==> src/rtl/filter_pkg.sv <==
// Shared definitions for the sum UART sender: widths, defaults and FSM states.
package filter_pkg;

    localparam int unsigned SUM_W        = 40;
    localparam int unsigned NUM_SUMS_DEF = 768;
    localparam int unsigned SUM_ADDR_W   = 10;
    localparam int unsigned BYTE_W       = 8;
    localparam logic [BYTE_W-1:0] DELIM_BYTE = 8'h0A;

    typedef enum logic [2:0] {
        IDLE,
        READ,
        WAIT,
        LOAD,
        SEND,
        GAP,
        NEXT,
        DONE
    } sender_state_t;

endpackage

==> src/rtl/sum_uart_sender.sv <==
// Streams NUM_SUMS 40-bit sums from the sum RAM to a byte-wide UART, MSB first.
// Optional macro SUM_SENDER_DELIM_EN appends a newline byte after every sum.
module sum_uart_sender
    import filter_pkg::*;
#(
    parameter int unsigned NUM_SUMS = NUM_SUMS_DEF,
    parameter int unsigned RD_LAT   = 2
) (
    input  logic                  clk,
    input  logic                  reset,
    input  logic                  start,
    output logic                  sum_read_en,
    output logic [SUM_ADDR_W-1:0] sum_read_addr,
    input  logic [SUM_W-1:0]      sum_ram_data_out,
    input  logic                  tx_rdy,
    output logic                  tx_en,
    output logic [BYTE_W-1:0]     tx_data,
    output logic                  busy,
    output logic                  done
);

`ifdef SUM_SENDER_DELIM_EN
    localparam int unsigned BYTES_PER_WORD = 6;
`else
    localparam int unsigned BYTES_PER_WORD = 5;
`endif
    localparam int unsigned IDX_W  = 3;
    localparam int unsigned WAIT_W = (RD_LAT > 1) ? $clog2(RD_LAT) : 1;

    localparam logic [IDX_W-1:0]      LAST_IDX  = IDX_W'(BYTES_PER_WORD - 1);
    localparam logic [SUM_ADDR_W-1:0] LAST_ADDR = SUM_ADDR_W'(NUM_SUMS - 1);
    localparam logic [WAIT_W-1:0]     LAST_WAIT = WAIT_W'(RD_LAT - 1);

    sender_state_t         state;
    logic [SUM_ADDR_W-1:0] addr_cnt;
    logic [IDX_W-1:0]      byte_idx;
    logic [WAIT_W-1:0]     wait_cnt;
    logic [SUM_W-1:0]      word_q;
    logic [BYTE_W-1:0]     tx_byte_c;

    // Byte select for the current index, most significant byte first
    always_comb begin
        tx_byte_c = word_q[39:32];
        case (byte_idx)
            3'd0:    tx_byte_c = word_q[39:32];
            3'd1:    tx_byte_c = word_q[31:24];
            3'd2:    tx_byte_c = word_q[23:16];
            3'd3:    tx_byte_c = word_q[15:8];
            3'd4:    tx_byte_c = word_q[7:0];
`ifdef SUM_SENDER_DELIM_EN
            3'd5:    tx_byte_c = DELIM_BYTE;
`endif
            default: tx_byte_c = word_q[39:32];
        endcase
    end

    // Control FSM: read a sum, wait out the RAM latency, then hand bytes to the UART
    always_ff @(posedge clk) begin
        if (reset) begin
            state         <= IDLE;
            addr_cnt      <= '0;
            byte_idx      <= '0;
            wait_cnt      <= '0;
            word_q        <= '0;
            sum_read_en   <= 1'b0;
            sum_read_addr <= '0;
            tx_en         <= 1'b0;
            tx_data       <= '0;
            busy          <= 1'b0;
            done          <= 1'b0;
        end else begin
            sum_read_en <= 1'b0;
            tx_en       <= 1'b0;
            done        <= 1'b0;
            case (state)
                IDLE: begin
                    if (start) begin
                        addr_cnt      <= '0;
                        busy          <= 1'b1;
                        sum_read_en   <= 1'b1;
                        sum_read_addr <= '0;
                        state         <= READ;
                    end
                end
                READ: begin
                    wait_cnt <= '0;
                    state    <= WAIT;
                end
                WAIT: begin
                    if (wait_cnt == LAST_WAIT) begin
                        state <= LOAD;
                    end else begin
                        wait_cnt <= wait_cnt + WAIT_W'(1);
                    end
                end
                LOAD: begin
                    word_q   <= sum_ram_data_out;
                    byte_idx <= '0;
                    state    <= SEND;
                end
                SEND: begin
                    if (tx_rdy) begin
                        tx_en   <= 1'b1;
                        tx_data <= tx_byte_c;
                        state   <= GAP;
                    end
                end
                // UART still shows ready for a cycle after tx_en; do not look at it here
                GAP: begin
                    if (byte_idx == LAST_IDX) begin
                        state <= NEXT;
                    end else begin
                        byte_idx <= byte_idx + IDX_W'(1);
                        state    <= SEND;
                    end
                end
                NEXT: begin
                    if (addr_cnt == LAST_ADDR) begin
                        done  <= 1'b1;
                        busy  <= 1'b0;
                        state <= DONE;
                    end else begin
                        addr_cnt      <= addr_cnt + SUM_ADDR_W'(1);
                        sum_read_en   <= 1'b1;
                        sum_read_addr <= addr_cnt + SUM_ADDR_W'(1);
                        state         <= READ;
                    end
                end
                DONE: begin
                    state <= IDLE;
                end
                default: begin
                    state <= IDLE;
                end
            endcase
        end
    end

endmodule

==> config.mk <==
export PLATFORM = sky130hd
export DESIGN_NAME = sum_uart_sender
export DESIGN_NICKNAME = d
export VERILOG_FILES = /design/src/rtl/filter_pkg.sv /design/src/rtl/sum_uart_sender.sv
export SDC_FILE = /design/constraint.sdc
export NUM_CORES = 1
export LEC_CHECK = 0
export ABC_CLOCK_PERIOD_IN_PS = 2300
export BUFFER_PORTS_ARGS = -buffer_cell sky130_fd_sc_hd__clkbuf_2
export CORE_UTILIZATION = 55
export CTS_BUF_LIST = sky130_fd_sc_hd__clkbuf_4 sky130_fd_sc_hd__clkbuf_8
export DETAILED_ROUTE_END_ITERATION = 8
export GPL_TIMING_DRIVEN = 0
export PLACE_DENSITY = 0.84
export SETUP_SLACK_MARGIN = 0.4
export SKIP_LAST_GASP = 1
export SYNTH_ARGS = -nofsm -noshare
export SYNTH_HDL_FRONTEND = slang
export SYNTH_SLANG_ARGS = --single-unit
==> constraint.sdc <==
create_clock -name clk -period 2.3 [get_ports clk]
set_input_delay 0.115 -clock clk [delete_from_list [all_inputs] [get_ports clk]]
set_output_delay 0.115 -clock clk [all_outputs]
set_load 0.01 [all_outputs]
==> flow_metrics.py, run 1 <==
metrics = {
    "synth": {
        "synth_fp_nets": 414,
        "syn_avg_cell_area_sq_um": 8.422,
        "synthCells": 364,
        "ys_types": 50,
        "yosysTopAreaCell": "dfxtp_1",
        "synth_edf_count": 0,
        "async_reset_ff_frac": 0,
        "synth_area_leaders": "dfxtp_1 45%, nand2_1 12%, a21oi_1 7.8%",
        "yosys_warnings": 0,
        "ys.flop_type": "dfxtp_1",
        "ys_ff_latch": 69,
        "syn_area_sq_um": 3065,
        "ys_seq_area_frac": 0.4506,
        "netlist_top_cells_count": "96 x nand2_1, 69 x dfxtp_1, 48 x a21oi_1",
        "synth_most_common_cell": "nand2_1",
        "yosysTopAreaCellShare": 0.4506,
    },
    "sta": {
        "worst_slew_pin_slew_ns": 0.5028,
        "setup_viol": 0,
        "skew_ns": 0.007434,
        "timing.final.crit_period_ns": 1.870,
        "hold_viol": 0,
        "finalMaxSlewViolations": 0,
        "clock.fmax_ghz": 0.5348,
        "rsz0062_at_grt": "no",
        "fin_crit_sh": 0.8130,
        "relSlewSlack": 0.6602,
        "finalSetupTns_ns": 0,
        "fin_ws_ns": 0.4301,
        "hold_slack_ns": 0.0001785,
    },
    "pwr": {
        "peakVddDrop_uv": 348.2,
        "swShare": 0.2369,
        "comb_power_share": 0.092,
        "p_int_mw": 1.832,
        "power.density_nw_per_um2": 587.4,
        "p_total_mw": 2.400,
        "p_sw_uw": 568.7,
        "pwr-share-clk": 0.395,
        "p_seq_frac": 0.513,
        "leakage_nw": 1.625,
    },
    "floorplan": {
        "core_region_area_sq_um": 5238,
        "initial_core_util": 0.5853,
        "fp.dieArea_sq_um": 5876,
        "ios": 66,
        "rows": 26,
        "die_w_microns": 76.66,
        "die_y_microns": 76.66,
    },
    "layout": {
        "final_util": 0.7802,
        "instances_no_fill": 548,
        "nNetsFinal": 524,
        "n_antenna_cell": 0,
        "drive_gt1_frac": 0.2762,
        "fill_cells": 374,
        "area_growth_pct": 33.31,
        "design_area_sq_um": 4086,
    },
    "placed_design": {
        "place_ws_ns": 0.06234,
        "numPortBuffers": 64,
        "postPlaceCellArea_sq_um": 3473,
        "dp_hpwl_microns": 5134,
        "dpl.cell_count": 498,
        "place_congestion": 0.8277,
    },
    "drt": {
        "routedWlPerCell_microns": 15.38,
        "ant_nets": 0,
        "first_iter_violations": 222,
        "avgViaCountPerCell": 5.708,
        "drc": 0,
        "dr.pass1.iters": 5,
        "finalWirelength_microns": 8427,
        "vias": 3128,
    },
    "clock_network": {
        "cts_buffer_depth": 2,
        "clk_pin_slew_ns": 0.07,
        "cts_buffers": 9,
        "cts_htree_levels": 3,
        "cts_root_buf": "clkbuf_8",
        "clk_latency_ns": 0.35,
        "cts.sinks": 69,
        "cts_tree": "built",
    },
    "hold_path": {
        "min_path_type": "input pin to flop",
    },
    "worst_setup_path": {
        "cp_cell_sequence": "buf_6 -> buf_6 -> inv_1 -> ha_1 -> buf_2 -> a32oi_2 -> o21ai_0 -> mux2i_1 -> o21ai_1",
        "start_kind": "flop",
        "cpPeakStageDelay_ns": 0.36,
        "cpMaxStageDelayCell": "dfxtp_1",
        "cp_data_required_time_ns": 2.53,
        "arrival_ns": 2.10,
        "cp-end-kind": "flop",
        "crit_type": "flop to flop",
        "crit_path_frequent_cell": "buf_6",
        "cp_max_fo": 10,
    },
    "global_routing": {
        "grt_pass1_vias": 2871,
        "grt_usage": 0.2877,
        "grt_first_pass_wirelength_microns": 13230,
        "grt_max_degree": 12,
        "antenna_found_initial": 0,
        "gr-total-overflow": 0,
    },
    "run_status": {
        "outcome": "complete, no violations",
    },
    "flow_run": {
        "cap_violations": 0,
    },
}
[registers in the layout, summed over array words and instances, names as in the netlist]
register / cells
tx_data: 8
wait_cnt: 1
busy: 1
tx_en: 1
state: 3
word_q: 40
sum_read_en: 1
done: 1
byte_idx: 3
addr_cnt: 10
[power by group through the flow]
stage	Combinational (mW)	Clock [mW]	Sequential, mW
4_1_cts	0.215	0.954	1.23
2_1_floorplan	0.108	0	1.26
5_1_grt	0.240	1.02	1.23
3_3_place_gp	0.170	0	1.26
3_5_place_dp	0.173	0	1.26
6_report	0.221	0.947	1.23
[metal layers]
layer	wire, microns	vias to the layer above	GRT usage
met1	3327	1451	0.3524
met3	532	30	0.04405
met4	265	0	0.1462
li1	-	1491	-
met2	4302	156	0.4892
met5	0	-	0
[cell usage in the layout, fill, tap and decap left out, types with 2 or more instances in the layout]
| cell | n |
|---|---|
| dfxtp_1 | 69 |
| nand2_1 | 95 |
| a32oi_1 | 3 |
| a31oi_1 | 4 |
| a21oi_1 | 48 |
| mux2i_2 | 2 |
| nor3_1 | 3 |
| o21ai_0 | 7 |
| o31ai_2 | 2 |
| nand3b_1 | 2 |
| clkbuf_1 | 6 |
| clkinv_2 | 3 |
| a32oi_2 | 5 |
| and3b_1 | 2 |
| nor4_1 | 2 |
| nand3_1 | 3 |
| mux2_2 | 2 |
| mux2i_1 | 8 |
| buf_4 | 8 |
| nor2_1 | 11 |
| nor2b_1 | 2 |
| inv_1 | 6 |
| buf_2 | 13 |
| clkbuf_8 | 9 |
| buf_6 | 4 |
| nand2b_1 | 3 |
| dlygate4sd3_1 | 30 |
| o21ai_1 | 13 |
| ha_1 | 6 |
| a311oi_2 | 4 |
| a22oi_1 | 8 |
| clkbuf_2 | 66 |
[layout make-up]
cell class / count / area, sq um / share of cell area
flip-flops and latches: 69 / 1381 / 0.3380
clock buffers: 10 / 131.4 / 0.03215
repair buffers: 99 / 658.1 / 0.1611
inverters: 6 / 22.52 / 0.005511
plain buffers: 28 / 165.2 / 0.04042
clock inverters: 5 / 52.55 / 0.01286
multi-input cells: 261 / 1588 / 0.3885
well taps: 70 / 87.58 / 0.02143
[worst max-delay path: cells and delay by family, from the launching register on]
kind	cells	cell delay, ns
compound gates	3	0.50
fa+ha+maj	1	0.19
buf+inv	4	0.52
flops	1	0.36
mux	1	0.19
[cells by family after synthesis]
logic type               Yosys count  share of synthesized area
AND/OR/NAND/NOR                  136                     0.2053
AO/OA/AOI/OAI                    106                     0.2237
flip-flops                        69                     0.4506
buffers and inverters             34                    0.05265
multiplexers                      13                    0.04327
adder cells (fa/ha/maj)            6                    0.02449
[worst paths after layout]
kind	start	to	slack [ns]	depth (start not counted)
worst max-delay path	byte_idx[2]$_SDFFE_PP0P_	tx_data[1]$_SDFFE_PP0P_	0.43	9
worst min register to register	tx_data[2]$_SDFFE_PP0P_	tx_data[2]$_SDFFE_PP0P_	0.45	2
worst min-delay path	sum_ram_data_out[30]	word_q[30]$_SDFFE_PP0P_	0.0002	3
worst max register to register	byte_idx[2]$_SDFFE_PP0P_	tx_data[1]$_SDFFE_PP0P_	0.43	9
[repair_timing]
action / in CTS / in global routing
buffers inserted: 0 / 5
hold buffers: 30 / 0
setup endpoints to repair: 8 / 8
gates cloned: 0 / 0
resized for setup: 8 / 25
hold endpoints to repair: 30 / 0
pin swaps: 1 / 0
No activity file was read; power rests on OpenSTA's default activity.
==> run 2: changes to the inputs <==
--- a/config.mk
+++ b/config.mk
@@ -5,7 +5,7 @@
 export SDC_FILE = /design/constraint.sdc
 export NUM_CORES = 1
 export LEC_CHECK = 0
-export ABC_CLOCK_PERIOD_IN_PS = 2300
+export ABC_CLOCK_PERIOD_IN_PS = 1800
 export BUFFER_PORTS_ARGS = -buffer_cell sky130_fd_sc_hd__clkbuf_2
 export CORE_UTILIZATION = 55
 export CTS_BUF_LIST = sky130_fd_sc_hd__clkbuf_4 sky130_fd_sc_hd__clkbuf_8
==> constraint.sdc (replaced) <==
create_clock -name clk -period 1.8 [get_ports clk]
set_input_delay 0.09 -clock clk [delete_from_list [all_inputs] [get_ports clk]]
set_output_delay 0.09 -clock clk [all_outputs]
set_load 0.01 [all_outputs]
==> run 2 against run 1 <==
  * Final cell count rose by 5.8%
  * Critical endpoint unchanged
  * Hold slack better by 0.037 ns
  * Cell area increased by 15%
  * Sequential power up 28%
  * Non-clock buffer count increased by 31
  * Largest cell class unchanged
  * Count of clock-buffer cells in the layout grew 5
  * Clock power increased by 46%
  * Die area stayed put
  * Maximum frequency up 8.8%
  * Register-to-register slack worse by 0.35 ns
  * Combinational power is 70% higher
  * Critical path depth unchanged
==> flow_metrics.py, run 2 (synthesized netlist as in run 1, its figures left out) <==
metrics = {
    "run_status": {
        "outcome": "complete, no violations",
    },
    "drt": {
        "drc": 0,
        "route.met3.wl_microns": 1109,
        "first_iter_violations": 422,
        "ant_nets": 0,
        "routed.top_layer": "met4",
        "dr.pass1.iters": 7,
        "vias": 3598,
        "finalWirelength_microns": 12080,
        "drt-met1-wl_microns": 4419,
        "met2_length_microns": 5927,
        "avgViaCountPerCell": 6.203,
        "routedWlPerCell_microns": 20.82,
    },
    "layout": {
        "area_growth_pct": 52.86,
        "nNetsFinal": 555,
        "final_common_cell": "nand2_1",
        "top_register": "word_q",
        "n_antenna_cell": 0,
        "final_util": 0.8946,
        "drive_gt1_frac": 0.3745,
        "mostFrequentLayoutCells": "94 x nand2_1, 64 x clkbuf_2, 56 x dfxtp_1, 45 x a21oi_1, 39 x dlygate4sd3_1",
        "largest_reg_flops": 40,
        "reg_top3": "word_q (40), addr_cnt (10), tx_data (8)",
    },
    "sta": {
        "hold_viol": 0,
        "worst_slew_pin_slew_ns": 0.6280,
        "skew_ns": 0.01101,
        "finalMaxSlewViolations": 0,
        "finalSetupTns_ns": 0,
        "timing.final.crit_period_ns": 1.719,
        "clock.fmax_ghz": 0.5816,
        "fin_crit_sh": 0.9552,
        "setup_viol": 0,
        "relSlewSlack": 0.5814,
        "rsz0062_at_grt": "yes",
    },
    "flow_run": {
        "cap_violations": 0,
    },
    "global_routing": {
        "grt_usage": 0.3669,
        "grt_pass1_vias": 3397,
        "grt_max_degree": 12,
        "gr-total-overflow": 0,
        "antenna_found_initial": 0,
        "grt_first_pass_wirelength_microns": 16530,
    },
    "clock_network": {
        "cts_tree": "built",
        "clk_pin_slew_ns": 0.08,
        "cts.sinks": 69,
        "cts_buffers": 9,
        "cts_htree_levels": 3,
        "cts_root_buf": "clkbuf_8",
        "cts_buffer_depth": 2,
        "clk_latency_ns": 0.36,
    },
    "worst_setup_path": {
        "start_kind": "flop",
        "cp-end-kind": "flop",
        "crit_buf_inv": 4,
        "ff2ff_path_depth": 9,
        "path_depth": 9,
        "cpPeakStageDelay_ns": 0.35,
        "crit_path_frequent_cell": "o21ai_1",
        "crit_family": "compound AO/OA/AOI/OAI gates",
        "arrival_ns": 1.96,
        "cp_cell_sequence": "clkbuf_8 -> clkbuf_16 -> inv_2 -> ha_4 -> buf_6 -> a32oi_1 -> o21ai_1 -> mux2i_1 -> o21ai_1",
        "cp_max_fo": 8,
        "cpMaxStageDelayCell": "dfxtp_2",
        "crit_type": "flop to flop",
        "cp_data_required_time_ns": 2.04,
    },
    "pwr": {
        "leakage_nw": 1.912,
        "peakVddDrop_uv": 627.0,
        "p_total_mw": 3.327,
        "power.density_nw_per_um2": 710.1,
    },
    "floorplan": {
        "core_region_area_sq_um": 5238,
        "fp.dieArea_sq_um": 5876,
        "initial_core_util": 0.5853,
        "die_w_microns": 76.66,
        "rows": 26,
        "ios": 66,
        "die_y_microns": 76.66,
    },
    "placed_design": {
        "place_congestion": 0.8519,
        "numPortBuffers": 64,
        "dp_hpwl_microns": 5442,
    },
    "hold_path": {
        "hold_depth": 3,
        "min_path_type": "input pin to flop",
    },
}
==> run 2: cell count changes in the layout (fill, tap and decap cells not counted), sizes merged <==
cell         change
buf             +22
clkinvlp         -1
clkbuf           +5
dlygate4sd3      +9
clkinv           -3
==> run 2: final cells by class <==
class                           count  area, sq um
Inverter                            6        30.03
Clock buffer                       15        181.4
Multi-Input combinational cell    261         1742
Sequential cell                    69         1408
Clock inverter                      1        30.03
Timing Repair Buffer              130        933.4
Fill cell                         226        551.8
Buffer                             28        274.0
Tap cell                           70        87.58
==> run 2: worst paths after layout <==
kind | start | to | slack, ns
max reg2reg | byte_idx[2]$_SDFFE_PP0P_ | tx_data[1]$_SDFFE_PP0P_ | 0.08
max | byte_idx[2]$_SDFFE_PP0P_ | tx_data[1]$_SDFFE_PP0P_ | 0.08
min | sum_ram_data_out[17] | word_q[17]$_SDFFE_PP0P_ | 0.04
min reg2reg | tx_data[2]$_SDFFE_PP0P_ | tx_data[2]$_SDFFE_PP0P_ | 0.45
==> run 2: worst min-delay path: stages <==
cell	delay (ns)
clkbuf_2	0.09
nand2_1	0.08
a21oi_1	0.08
==> run 2: where the power goes <==
group | switching (mW) | leakage, nW | total (mW) | internal [mW]
Sequential | 0.0226 | 0.565 | 1.57 | 1.55
Clock | 0.598 | 0.112 | 1.38 | 0.780
Combinational | 0.180 | 1.24 | 0.376 | 0.197
Total | 0.800 | 1.91 | 3.33 | 2.53
==> run 2: metrics by stage <==
stage,instance area (sq um),setup slack [ns],cells,hold slack (ns)
2_1_floorplan,3172,0.3504,364,0.2260
3_3_place_gp,3580,0.1507,498,0.3145
3_5_place_dp,3580,0.1315,498,0.3175
4_1_cts,4446,0.2215,570,0.03048
5_1_grt,4686,0.08356,580,0.03707
6_report,4686,0.08062,580,0.03708
==> run 2: what timing repair did <==
item                       4_1_cts  5_1_grt
setup endpoints to repair       61       64
gates cloned                     0        0
hold buffers                    39        0
hold endpoints to repair        39        0
resized for setup               36       45
setup buffers                   17       10
pin swaps                       13       14
==> run 2: metal layers <==
layer,global-route usage,vias to the layer above
li1,-,1555
met1,0.3961,1686
met2,0.6667,285
met3,0.07857,72
met4,0.1962,0
met5,0,-
